--- config.mk ---
export PLATFORM = sky130hd
export DESIGN_NAME = scr1_rst_seq_flat
export DESIGN_NICKNAME = d
export VERILOG_FILES = /design/src/rtl/scr1_rst_seq_if.sv /design/src/rtl/scr1_rst_seq.sv /design/src/flat_wrapper.sv
export SDC_FILE = /design/constraint.sdc
export NUM_CORES = 1
export LEC_CHECK = 0
export BUFFER_PORTS_ARGS = -buffer_cell sky130_fd_sc_hd__buf_2
export CAP_MARGIN = 20
export CORE_UTILIZATION = 50
export CTS_CLUSTER_SIZE = 14
export DETAILED_ROUTE_END_ITERATION = 6
export GPL_ROUTABILITY_DRIVEN = 0
export PLACE_DENSITY = 0.72
export SYNTH_ARGS = -nofsm -noshare
export SYNTH_HDL_FRONTEND = slang
export SYNTH_SLANG_ARGS = --single-unit
--- constraint.sdc ---
create_clock -name clk -period 2.05 [get_ports clk]
set_input_delay 0.205 -clock clk [delete_from_list [all_inputs] [get_ports clk]]
set_output_delay 0.205 -clock clk [all_outputs]
set_load 0.01 [all_outputs]
--- src/rtl/scr1_rst_seq_if.sv ---
// scr1_rst_seq_if: per-domain reset requests, DFT controls and sequencer status
interface scr1_rst_seq_if #(
  parameter int DOM_NUM = 3
);
  logic [DOM_NUM-1:0] dom_rst_req_i;
  logic               test_mode;
  logic               test_rst_n;
  logic [DOM_NUM-1:0] dom_rst_n_o;
  logic [DOM_NUM-1:0] dom_rdc_qlfy_o;
  logic               all_rel_o;
  modport master (
    output dom_rst_req_i, test_mode, test_rst_n,
    input  dom_rst_n_o, dom_rdc_qlfy_o, all_rel_o
  );
  modport slave (
    input  dom_rst_req_i, test_mode, test_rst_n,
    output dom_rst_n_o, dom_rdc_qlfy_o, all_rel_o
  );
endinterface

--- src/rtl/scr1_rst_seq.sv ---
// scr1_rst_seq: multi-domain reset sequencer with ordered, gapped release and RDC qualifiers
module scr1_rst_seq #(
  parameter int DOM_NUM     = 3,
  parameter int SYNC_STAGES = 2,
  parameter int HOLD_CYCLES = 4,
  parameter int GAP_CYCLES  = 2
) (
  input logic           clk,
  input logic           rst,
  scr1_rst_seq_if.slave bus
);
  localparam int CNT_MAX = HOLD_CYCLES > GAP_CYCLES ? HOLD_CYCLES : GAP_CYCLES;
  localparam int CW = $clog2(CNT_MAX + 1);
  localparam logic [CW-1:0] HOLD_C = CW'(HOLD_CYCLES);
  localparam logic [CW-1:0] GAP_C  = CW'(GAP_CYCLES);
  localparam logic [CW-1:0] GAP_M1 = CW'(GAP_CYCLES - 1);
  logic [DOM_NUM-1:0] sync [SYNC_STAGES];
  logic [DOM_NUM-1:0] req_s, eff, run, run_nxt, qlfy;
  logic [CW-1:0]      cnt     [DOM_NUM];
  logic [CW-1:0]      cnt_nxt [DOM_NUM];
  logic               chain;
  logic               gap_ok;
  always_ff @(posedge clk) begin
    sync[0] <= rst ? '1 : bus.dom_rst_req_i;
    for (int s = 1; s < SYNC_STAGES; s++) sync[s] <= rst ? '1 : sync[s-1];
  end
  assign req_s = sync[SYNC_STAGES-1];
  always_ff @(posedge clk) begin
    if (rst) begin
      run  <= '0;
      qlfy <= '0;
      for (int i = 0; i < DOM_NUM; i++) cnt[i] <= '0;
    end else begin
      run  <= run_nxt;
      qlfy <= run & run_nxt;
      for (int i = 0; i < DOM_NUM; i++) cnt[i] <= cnt_nxt[i];
    end
  end
  // gap_ok uses GAP-1 because the outer domain's release edge itself counts as its first RUN cycle
  always_comb begin
    chain  = rst;
    gap_ok = 1'b1;
    for (int i = 0; i < DOM_NUM; i++) begin
      chain      = chain | req_s[i];
      eff[i]     = chain;
      run_nxt[i] = !eff[i] && (run[i] || (cnt[i] >= HOLD_C && gap_ok));
      cnt_nxt[i] = (eff[i] || run_nxt[i] != run[i]) ? '0 :
                   (cnt[i] >= (run[i] ? GAP_C : HOLD_C)) ? cnt[i] : cnt[i] + 1'b1;
      gap_ok     = run[i] && cnt[i] >= GAP_M1;
    end
  end
  always_comb begin
    bus.dom_rst_n_o    = bus.test_mode ? {DOM_NUM{bus.test_rst_n}} : run;
    bus.dom_rdc_qlfy_o = qlfy;
    bus.all_rel_o      = &qlfy;
  end
endmodule

--- src/flat_wrapper.sv ---
// flat-port wrapper written by rule: the top's interface ports become plain ports
module scr1_rst_seq_flat 
#(
  parameter int DOM_NUM     = 3,
  parameter int SYNC_STAGES = 2,
  parameter int HOLD_CYCLES = 4,
  parameter int GAP_CYCLES  = 2
)
  (clk, rst, bus_dom_rst_req_i, bus_test_mode, bus_test_rst_n, bus_dom_rst_n_o, bus_dom_rdc_qlfy_o, bus_all_rel_o);
  scr1_rst_seq_if #(.DOM_NUM(DOM_NUM)) bus_i ();
  input logic clk;
  input logic rst;
  input wire logic [$bits(bus_i.dom_rst_req_i)-1:0] bus_dom_rst_req_i;
  input wire logic [$bits(bus_i.test_mode)-1:0] bus_test_mode;
  input wire logic [$bits(bus_i.test_rst_n)-1:0] bus_test_rst_n;
  output wire logic [$bits(bus_i.dom_rst_n_o)-1:0] bus_dom_rst_n_o;
  output wire logic [$bits(bus_i.dom_rdc_qlfy_o)-1:0] bus_dom_rdc_qlfy_o;
  output wire logic [$bits(bus_i.all_rel_o)-1:0] bus_all_rel_o;
  assign bus_i.dom_rst_req_i = bus_dom_rst_req_i;
  assign bus_i.test_mode = bus_test_mode;
  assign bus_i.test_rst_n = bus_test_rst_n;
  assign bus_dom_rst_n_o = bus_i.dom_rst_n_o;
  assign bus_dom_rdc_qlfy_o = bus_i.dom_rdc_qlfy_o;
  assign bus_all_rel_o = bus_i.all_rel_o;
  scr1_rst_seq #(.DOM_NUM(DOM_NUM), .SYNC_STAGES(SYNC_STAGES), .HOLD_CYCLES(HOLD_CYCLES), .GAP_CYCLES(GAP_CYCLES)) u_core (.clk(clk), .rst(rst), .bus(bus_i));
endmodule
==> impl_results.md, run 1 <==
* Worst-Margin Slew at 0.440 ns
* Vias in the first global route at 672
* Min-Delay Endpoint: u_core.sync[0][1]
* Pint at 501 µW
* Setup bufs post-CTS at 0
* Met1 usage at 0.194
* Synth Register Bits at 21
* Remaining DRCs at 0
* Number of synthesized flops with an enable pin at 0
* Reg2Reg Depth at 7
* Floorplan core area at 0.00180 mm²
* Pin count of the biggest net entering global routing at 14
* Hold Crit Start: bus_dom_rst_req_i[1]
* TritonRoute pass-1 iters at 3
* Clock sink count at 21
* RSZ-0062 raised after global routing: false
* R2R setup slack at 0.17 ns
* Met2 usage at 0.347
* Sequential fraction of design power at 0.648
* DP HPWL at 1.36 mm
* Max_cap viols at 0
* Maximum vdd drop at 0.000462 V
* Register area share after synthesis at 0.418
* Max clock buf depth at 2
* DP Area at 0.00111 mm²
* Post-DR vias/cell at 5.13
* Most frequent cells after synthesis: 21 x dfxtp_1, 13 x ha_1, 8 x inv_1
* Status: finished, final reports clean
* Clock slew seen by the registers of the worst setup and hold paths at 0.11 ns
* Hold buffers post-CTS at 0
* DIE AREA at 0.00219 mm²
* First-pass GRT wire length at 2.78 mm
* Num CTS Buffers at 3
* H-tree levels at 1
* Die Y-Extent at 46.8 µm
* Ranking of synthesized cells by area: dfxtp_1 42%, ha_1 16%, or2_2 3.7%
* Combinational share of power at 0.041
* Worst setup path class: reg -> reg
* Wire per inst at 12.6 µm
* Final Util at 0.638
* Worst EP required at 2.31 ns
* Routed Antenna Nets at 0
* Power share of the clock group at 0.311
* Initial antenna violation count at 0
* Crit-path cells: inv_1, ha_1, o311ai_2, a211oi_1, ha_1, or3_1, nor2_1
* Hold-critical path depth at 2
* Worst-Skew Late Latency at 0.31 ns
* Initial Utilization at 0.558
* Top Ports at 14
* Share of layout cells above drive strength 1 at 0.263
* Die X at 46.8 µm
* Distinct cells, synth at 28
* Diode count at 0
* Pwr dens at 560 mW/mm²
* Wirelength, routed at 1.80 mm
* Synthesis Warnings at 0
* Switching Share at 0.222
* Placed insts at 139
* Area Growth Syn to Fin at 14.3%
* CP peak stage delay at 0.38 ns
* Worst reg2reg path endpoint: u_core.cnt[0][8]
* Period Utilization, post-route at 0.915
* Most frequent CP cell: ha_1
* IO Port Bufs at 13
* Async set-reset flop share out of synthesis at 0
* Endpoint class of the critical path: flop
* Netlist Area Pre-Place at 0.00100 mm²
* Slew Viols, Final at 0
* Fin nets at 139
* Grt met3 use at 0.0577
* CTS tree: yes
* Total track usage at 0.186
* Worst reg2reg startpoint: u_core.cnt[0][4]
* Area leader, netlist: dfxtp_1
* Total congestion overflow at 0
* Worst min-delay path class: in -> reg
* Max Clock Skew at 0.00270 ns
* Min Clock Period, post-route at 1.88 ns
* Most Crowded Layer GR: met2
* Hold Violations, Final at 0
* Mean area per synthesized cell at 10.0 µm²
* Crit-path max FO at 4
* Final setup viols at 0
* Rel. slew slack at 0.704
* Cell with the most instances after synthesis: dfxtp_1
* Worst Setup Start Kind: flop
* Top-area cell type share of the netlist area at 0.418
* Top FF cell, synth: dfxtp_1
* Setup tns final at 0 ns
* Highest achievable clock rate at 533 MHz
* Slowest CP cell: dfxtp_2
* Non-filler cells, final at 143
* Lkg Pwr at 0.523 nW
* Mapped Nets at 120
* Gate count after technology mapping at 100
* Via count at 734
* Initial drt markers at 8
* Root Driver: clkbuf_4
* Switching pwr at 143 µW
* Design Area, Final at 0.00115 mm²
* Crit path arrival time at 2.13 ns
* Cell Rows at 15
-- power by group through the flow --
stage | registers [mW] | clock network (mW) | logic, mW
finish | 0.417 | 0.200 | 0.0263
CTS | 0.417 | 0.206 | 0.0267
floorplan | 0.426 | 0 | 0.0147
detailed placement | 0.426 | 0 | 0.0265
global placement | 0.426 | 0 | 0.0254
global route | 0.418 | 0.219 | 0.0293
-- routing by layer --
layer | up-vias | share of wire
met5 | - | 0
met4 | 0 | 0.012
met3 | 4 | 0.031
met2 | 9 | 0.54
met1 | 337 | 0.42
li1 | 384 | -
-- kinds of logic (layout without fill, tap and decap cells) --
logic type	count (synthesis)	count (layout)	synth area share
AO/OA/AOI/OAI	15	15	0.127
XOR/XNOR	4	4	0.0349
adder cells (fa/ha/maj)	13	13	0.162
buffers and inverters	9	27	0.0336
flip-flops	21	21	0.418
multiplexers	2	2	0.0199
AND/OR/NAND/NOR	36	36	0.204
-- repair_timing --
item	in CTS	in global routing
gates resized for setup	1	2
gates cloned	0	0
endpoints found under the setup margin	3	3
pin swaps	0	0
-- state kept, by name (all words and copies together), names as in the netlist --
name / count
u_core.bus.dom_rdc_qlfy_o: 3
u_core.cnt: 9
u_core.run: 3
u_core.sync: 6
-- cell usage in the layout (no fill, tap or decap), types with 3 or more instances in the layout --
cell	count
nor2_1	7
dfxtp_1	20
nor3_1	5
ha_1	13
nor2b_1	5
nand2_1	4
or2_2	6
xnor2_1	4
a211oi_1	3
buf_2	13
o21ai_0	5
inv_1	8
clkbuf_4	3
-- final cells by class --
cell class                      count  area [µm²]
Fill cell                         156         653
Multi-Input combinational cell     70         558
Sequential cell                    21         422
Timing Repair Buffer               15        80.1
Tap cell                           25        31.3
Inverter                            8        30.0
Clock buffer                        3        22.5
Clock inverter                      1        5.00
-- worst max-delay path by stage --
stage                       end              from  slack [ns]  cells after the start
5_1_grt        u_core.cnt[0][7]  u_core.cnt[0][4]        0.05                      7
6_report       u_core.cnt[0][8]  u_core.cnt[0][4]        0.17                      7
2_1_floorplan  u_core.cnt[0][7]  u_core.cnt[0][4]        0.19                      7
3_5_place_dp   u_core.cnt[0][7]  u_core.cnt[0][4]       0.008                      7
3_3_place_gp   u_core.cnt[0][7]  u_core.cnt[0][4]        0.11                      7
4_1_cts        u_core.cnt[0][7]  u_core.cnt[0][4]        0.09                      7
-- metrics by stage --
stage               worst slack, ns  hold slack [ns]  power, mW
global route                 0.0454           0.0614      0.666
global placement              0.114            0.387      0.452
finish                        0.175           0.0671      0.643
detailed placement          0.00849            0.389      0.453
floorplan                     0.195            0.309      0.440
CTS                          0.0941           0.0597      0.650
-- critical path: cells and delay by family, from the launching register on --
family,cells,cell delay (ns)
AOI/OAI and AO/OA,2,0.40
adders and majority gates,2,0.49
buffers and inverters,1,0.07
DFF,1,0.38
and+or+nand+nor,2,0.49
Note: power is estimated with default switching activity, not from simulation.
==> inputs of run 2 (changes only) <==
- CELL_PAD_IN_SITES_DETAIL_PLACEMENT: default -> 2
- CELL_PAD_IN_SITES_GLOBAL_PLACEMENT: default -> 2
- CORE_UTILIZATION: 50 -> 34
- PLACE_DENSITY: 0.72 -> 0.76
==> run 2 against run 1 <==
Against the previous run:
- power is 0.23% lower
- cell area is 0.55% higher
- critical path depth fell by 2
- via count rose by 6.5%
- critical endpoint unchanged
- largest cell class unchanged
==> impl_results.md, run 2 (synthesized netlist as in run 1, its figures left out) <==
* Setup bufs post-CTS at 0
* Most common cell after layout, fill and taps aside: dfxtp_1
* Num CTS Buffers at 3
* Vias in the first global route at 914
* Clock sink count at 21
* DIE AREA at 0.00318 mm²
* Wirelength, routed at 2.29 mm
* Area Growth Syn to Fin at 14.9%
* Pint at 505 µW
* Endpoint class of the critical path: flop
* Initial antenna violation count at 0
* DP Area at 0.00112 mm²
* Worst reg2reg startpoint: u_core.sync[0][4]
* Die Y-Extent at 56.4 µm
* Via count at 782
* Lkg Pwr at 0.519 nW
* Highest achievable clock rate at 526 MHz
* Pwr dens at 556 mW/mm²
* Worst EP required at 2.29 ns
* Largest regs: u_core.cnt (9), u_core.sync (6)
* Most frequent CP cell: or3_1
* Design Area, Final at 0.00115 mm²
* Period Utilization, post-route at 0.928
* Total track usage at 0.168
* Min Clock Period, post-route at 1.90 ns
* Non-filler cells, final at 149
* Initial Utilization at 0.361
* Fin nets at 139
* Worst Setup Start Kind: flop
* Rel. slew slack at 0.683
* Crit-path cells: or3_1, a211oi_1, ha_1, or3_1, nor2_1
* Cell Rows at 19
* Crit path arrival time at 2.14 ns
* DP HPWL at 1.85 mm
* Worst-Skew Late Latency at 0.30 ns
* Most flops, register: u_core.cnt
* Worst-Margin Slew at 0.472 ns
* Max clock buf depth at 2
* Post-DR vias/cell at 5.25
* Final Util at 0.415
* Crit-path max FO at 3
* Placed insts at 145
* Top Ports at 14
* Worst setup path class: reg -> reg
* Remaining DRCs at 0
* Power share of the clock group at 0.305
* Slew Viols, Final at 0
* H-tree levels at 1
* Switching Share at 0.214
* Diode count at 0
* Slowest CP cell: or3_1
* Hold Violations, Final at 0
* Hold Crit Start: bus_dom_rst_req_i[2]
* TritonRoute pass-1 iters at 4
* Root Driver: clkbuf_4
* CTS tree: yes
* Hold buffers post-CTS at 0
* Initial drt markers at 18
* Final setup viols at 0
* Share of layout cells above drive strength 1 at 0.254
* Floorplan core area at 0.00278 mm²
* Critical path origin: u_core.sync[0][4]
* Max Clock Skew at 0.00393 ns
* Worst min-delay path class: in -> reg
* RSZ-0062 raised after global routing: false
* Routed Antenna Nets at 0
* Maximum vdd drop at 0.000362 V
* Status: finished, final reports clean
* Sequential fraction of design power at 0.650
* IO Port Bufs at 13
* Switching pwr at 137 µW
* Clock slew seen by the registers of the worst setup and hold paths at 0.11 ns
* Setup tns final at 0 ns
* Combinational share of power at 0.045
* Max_cap viols at 0
* Max reg flops at 9
* Total congestion overflow at 0
* Commonest non-fill, non-tap cells in the layout: 20 x dfxtp_1, 13 x ha_1, 13 x buf_2
* Reg2Reg Depth at 5
* First-pass GRT wire length at 4.07 mm
* Die X at 56.4 µm
* Wire per inst at 15.4 µm
* Total chip power at 642 µW
* CP peak stage delay at 0.41 ns
* Hold-critical path depth at 2
* Pin count of the biggest net entering global routing at 13
-- run 2: changes by cell type in the layout (fill, tap and decap cells not counted), sizes merged --
cell / change
clkbuf: +1
clkinv: -1
-- run 2: per-layer routing --
| layer | vias up | GRT usage | routed length, µm |
|---|---|---|---|
| met5 | - | 0 | 0 |
| met2 | 4 | 0.340 | 1370 |
| li1 | 385 | - | - |
| met1 | 391 | 0.172 | 864 |
| met4 | 0 | 0.0418 | 18 |
| met3 | 2 | 0.0346 | 34 |
-- run 2: critical path, delay by kind of cell (launching register included) --
family / cells / cell delay (ns)
flip-flops: 1 / 0.33
AO/OA/AOI/OAI: 1 / 0.30
AND/OR/NAND/NOR: 3 / 0.93
adder cells (fa/ha/maj): 1 / 0.28
-- run 2: power groups by stage --
stage	registers [mW]	logic, mW	clock network [mW]
after global routing	0.419	0.0320	0.223
final	0.417	0.0287	0.196
after detailed placement	0.427	0.0284	0
after global placement	0.427	0.0267	0
after floorplan	0.426	0.0147	0
after CTS	0.418	0.0292	0.209
-- run 2: layout make-up --
type | instances | area, µm²
fillers | 310 | 1630
clock buffers | 4 | 26.3
well taps | 31 | 38.8
flip-flops and latches | 21 | 422
repair buffers | 15 | 80.1
inverters | 8 | 30.0
multi-input cells | 70 | 558
-- run 2: path summary, 6_finish.rpt --
check,slack (ns),end
hold / removal,0.08,u_core.sync[0][2]
setup / recovery,0.15,u_core.cnt[0][8]
hold reg to reg,0.43,u_core.sync[0][3]
setup reg to reg,0.15,u_core.cnt[0][8]
-- run 2: repair_timing --
action,4_1_cts,5_1_grt
endpoints found under the hold margin,0,0
setup endpoints to repair,3,3
resized for setup,1,2
-- run 2: per-stage QoR --
stage               hold WS (ns)  worst slack [ns]
global placement           0.389            0.0746
floorplan                  0.309             0.195
detailed placement         0.393           -0.0204
finish                    0.0784             0.148
CTS                       0.0616            0.0220
global route              0.0624            0.0535
==> inputs of run 3 (changes only) <==
- GPL_TIMING_DRIVEN: default -> 0
- MAX_ROUTING_LAYER: default -> met4
==> run 3 against run 2 <==
Against the previous run:
- largest power group unchanged
- sequential power barely moved
- via count fell by 5.0%
- wire length fell by 8.3%
- register-to-register slack improved by 0.03 ns
- critical path depth did not move
- worst setup slack improved by 0.028 ns
- largest cell class unchanged
- sequential share of layout area rose by 0.32 points
- clock power rose by 3%
==> impl_results.md, run 3 (synthesized netlist as in run 1, its figures left out) <==
* Commonest non-fill, non-tap cells in the layout: 20 x dfxtp_1, 13 x ha_1, 13 x buf_2
* Worst EP required at 2.29 ns
* Min Clock Period, post-route at 1.87 ns
* RSZ-0062 raised after global routing: false
* Total congestion overflow at 0
* Setup bufs post-CTS at 0
* Worst-Margin Slew at 0.491 ns
* Crit path arrival time at 2.12 ns
* Critical path buffers and inverters at 0
* Period Utilization, post-route at 0.914
* Worst setup path class: reg -> reg
* Final setup viols at 0
* Grt met3 use at 0.0276
* IO Port Bufs at 13
* Share of layout cells above drive strength 1 at 0.248
* Root Driver: clkbuf_4
* DP Area at 0.00111 mm²
* Post-DR vias/cell at 5.02
* Routed Antenna Nets at 0
* Rel. slew slack at 0.670
* First-pass GRT wire length at 3.69 mm
* Slew Viols, Final at 0
* Post-place setup slack at -0.0770 ns
* Top Ports at 14
* Initial antenna violation count at 0
* Met2 usage at 0.287
* CTS tree: yes
* Max reg flops at 9
* Cell Rows at 19
* Endpoint class of the critical path: flop
* Non-filler cells, final at 148
* Fill count at 306
* Hold Violations, Final at 0
* DP HPWL at 1.73 mm
* H-tree levels at 1
* Status: finished, final reports clean
* Total track usage at 0.152
* Vias in the first global route at 858
* R2R setup slack at 0.18 ns
* Wire per inst at 14.2 µm
* Most common cell after layout, fill and taps aside: dfxtp_1
* Pwr dens at 565 mW/mm²
* Final worst setup slack at 0.175 ns
* Max Clock Skew at 0.00919 ns
* Via count at 743
* CP delay by family, top: simple AND/OR/NAND/NOR gates
* Total chip power at 647 µW
* Lkg Pwr at 0.514 nW
* CP peak stage delay at 0.45 ns
* Slowest CP cell: or3_1
* Crit-path max FO at 5
* Max clock buf depth at 2
* Setup tns final at 0 ns
* Max_cap viols at 0
* Worst Setup Start Kind: flop
* Met1 usage at 0.161
* Initial Utilization at 0.361
* Design Area, Final at 0.00114 mm²
* Area Growth Syn to Fin at 13.9%
* Remaining DRCs at 0
* Largest regs: u_core.cnt (9), u_core.sync (6)
* TritonRoute pass-1 iters at 3
* Hold buffers post-CTS at 0
* Diode count at 0
* DIE AREA at 0.00318 mm²
* Worst min-delay path class: in -> reg
* Crit-path cells: or3_1, a211oi_1, ha_1, or3_1, nor2_1
* Highest achievable clock rate at 533 MHz
* Num CTS Buffers at 3
* Die Y-Extent at 56.4 µm
* Pin count of the biggest net entering global routing at 13
* Maximum vdd drop at 0.000381 V
* Die X at 56.4 µm
* Initial drt markers at 6
* Most frequent CP cell: or3_1
* Wirelength, routed at 2.10 mm
* Clock slew seen by the registers of the worst setup and hold paths at 0.13 ns
* Final Util at 0.412
* Worst-Skew Late Latency at 0.30 ns
* Fin nets at 138
* Final hold slack at 0.0731 ns
* Most flops, register: u_core.cnt
* Most Crowded Layer GR: met2
* Clock sink count at 21
* Placed insts at 144
* Floorplan core area at 0.00278 mm²
-- run 3: cell types whose count changed in the layout (fill, tap and decap cells not counted), sizes merged --
cell,change
buf,-2
clkinv,+1
-- run 3: final timing paths --
| path | startpoint | endpoint | cells after the start |
|---|---|---|---|
| worst max-delay path | u_core.sync[0][4] | u_core.cnt[0][8] | 5 |
| worst min-delay path | bus_dom_rst_req_i[1] | u_core.sync[0][1] | 2 |
| worst max register to register | u_core.sync[0][4] | u_core.cnt[0][8] | 5 |
| worst min register to register | u_core.sync[0][0] | u_core.sync[0][3] | 1 |
-- run 3: where the power goes --
part	leakage (nW)	total, mW	internal (mW)	switching [mW]
Combinational	0.325	0.0274	0.0136	0.0137
Clock	0.0177	0.202	0.0726	0.129
Sequential	0.171	0.418	0.414	0.00361
-- run 3: worst reg2reg max path: cells and delay by family, from the launching register on --
kind | cells | cell delay, ns
fa+ha+maj | 1 | 0.26
compound gates | 1 | 0.26
simple gates | 3 | 0.95
flops | 1 | 0.34
-- run 3: layout make-up --
class / instances / area [µm²] / area share
multi-input cells: 70 / 558 / 0.487
flip-flops and latches: 21 / 422 / 0.368
repair buffers: 13 / 65.1 / 0.0568
well taps: 31 / 38.8 / 0.0339
inverters: 8 / 30.0 / 0.0262
clock buffers: 3 / 22.5 / 0.0197
clock inverters: 1 / 5.00 / 0.00437
plain buffers: 1 / 3.75 / 0.00328
-- run 3: what timing repair did --
action / in CTS / in global routing
resized for setup: 1 / 2
pin swaps: 0 / 0
setup endpoints to repair: 3 / 3
-- run 3: layer usage --
metal	up-vias	routed length [µm]
met5	-	0
li1	383	-
met1	356	906
met3	2	25
met4	0	20
met2	2	1150
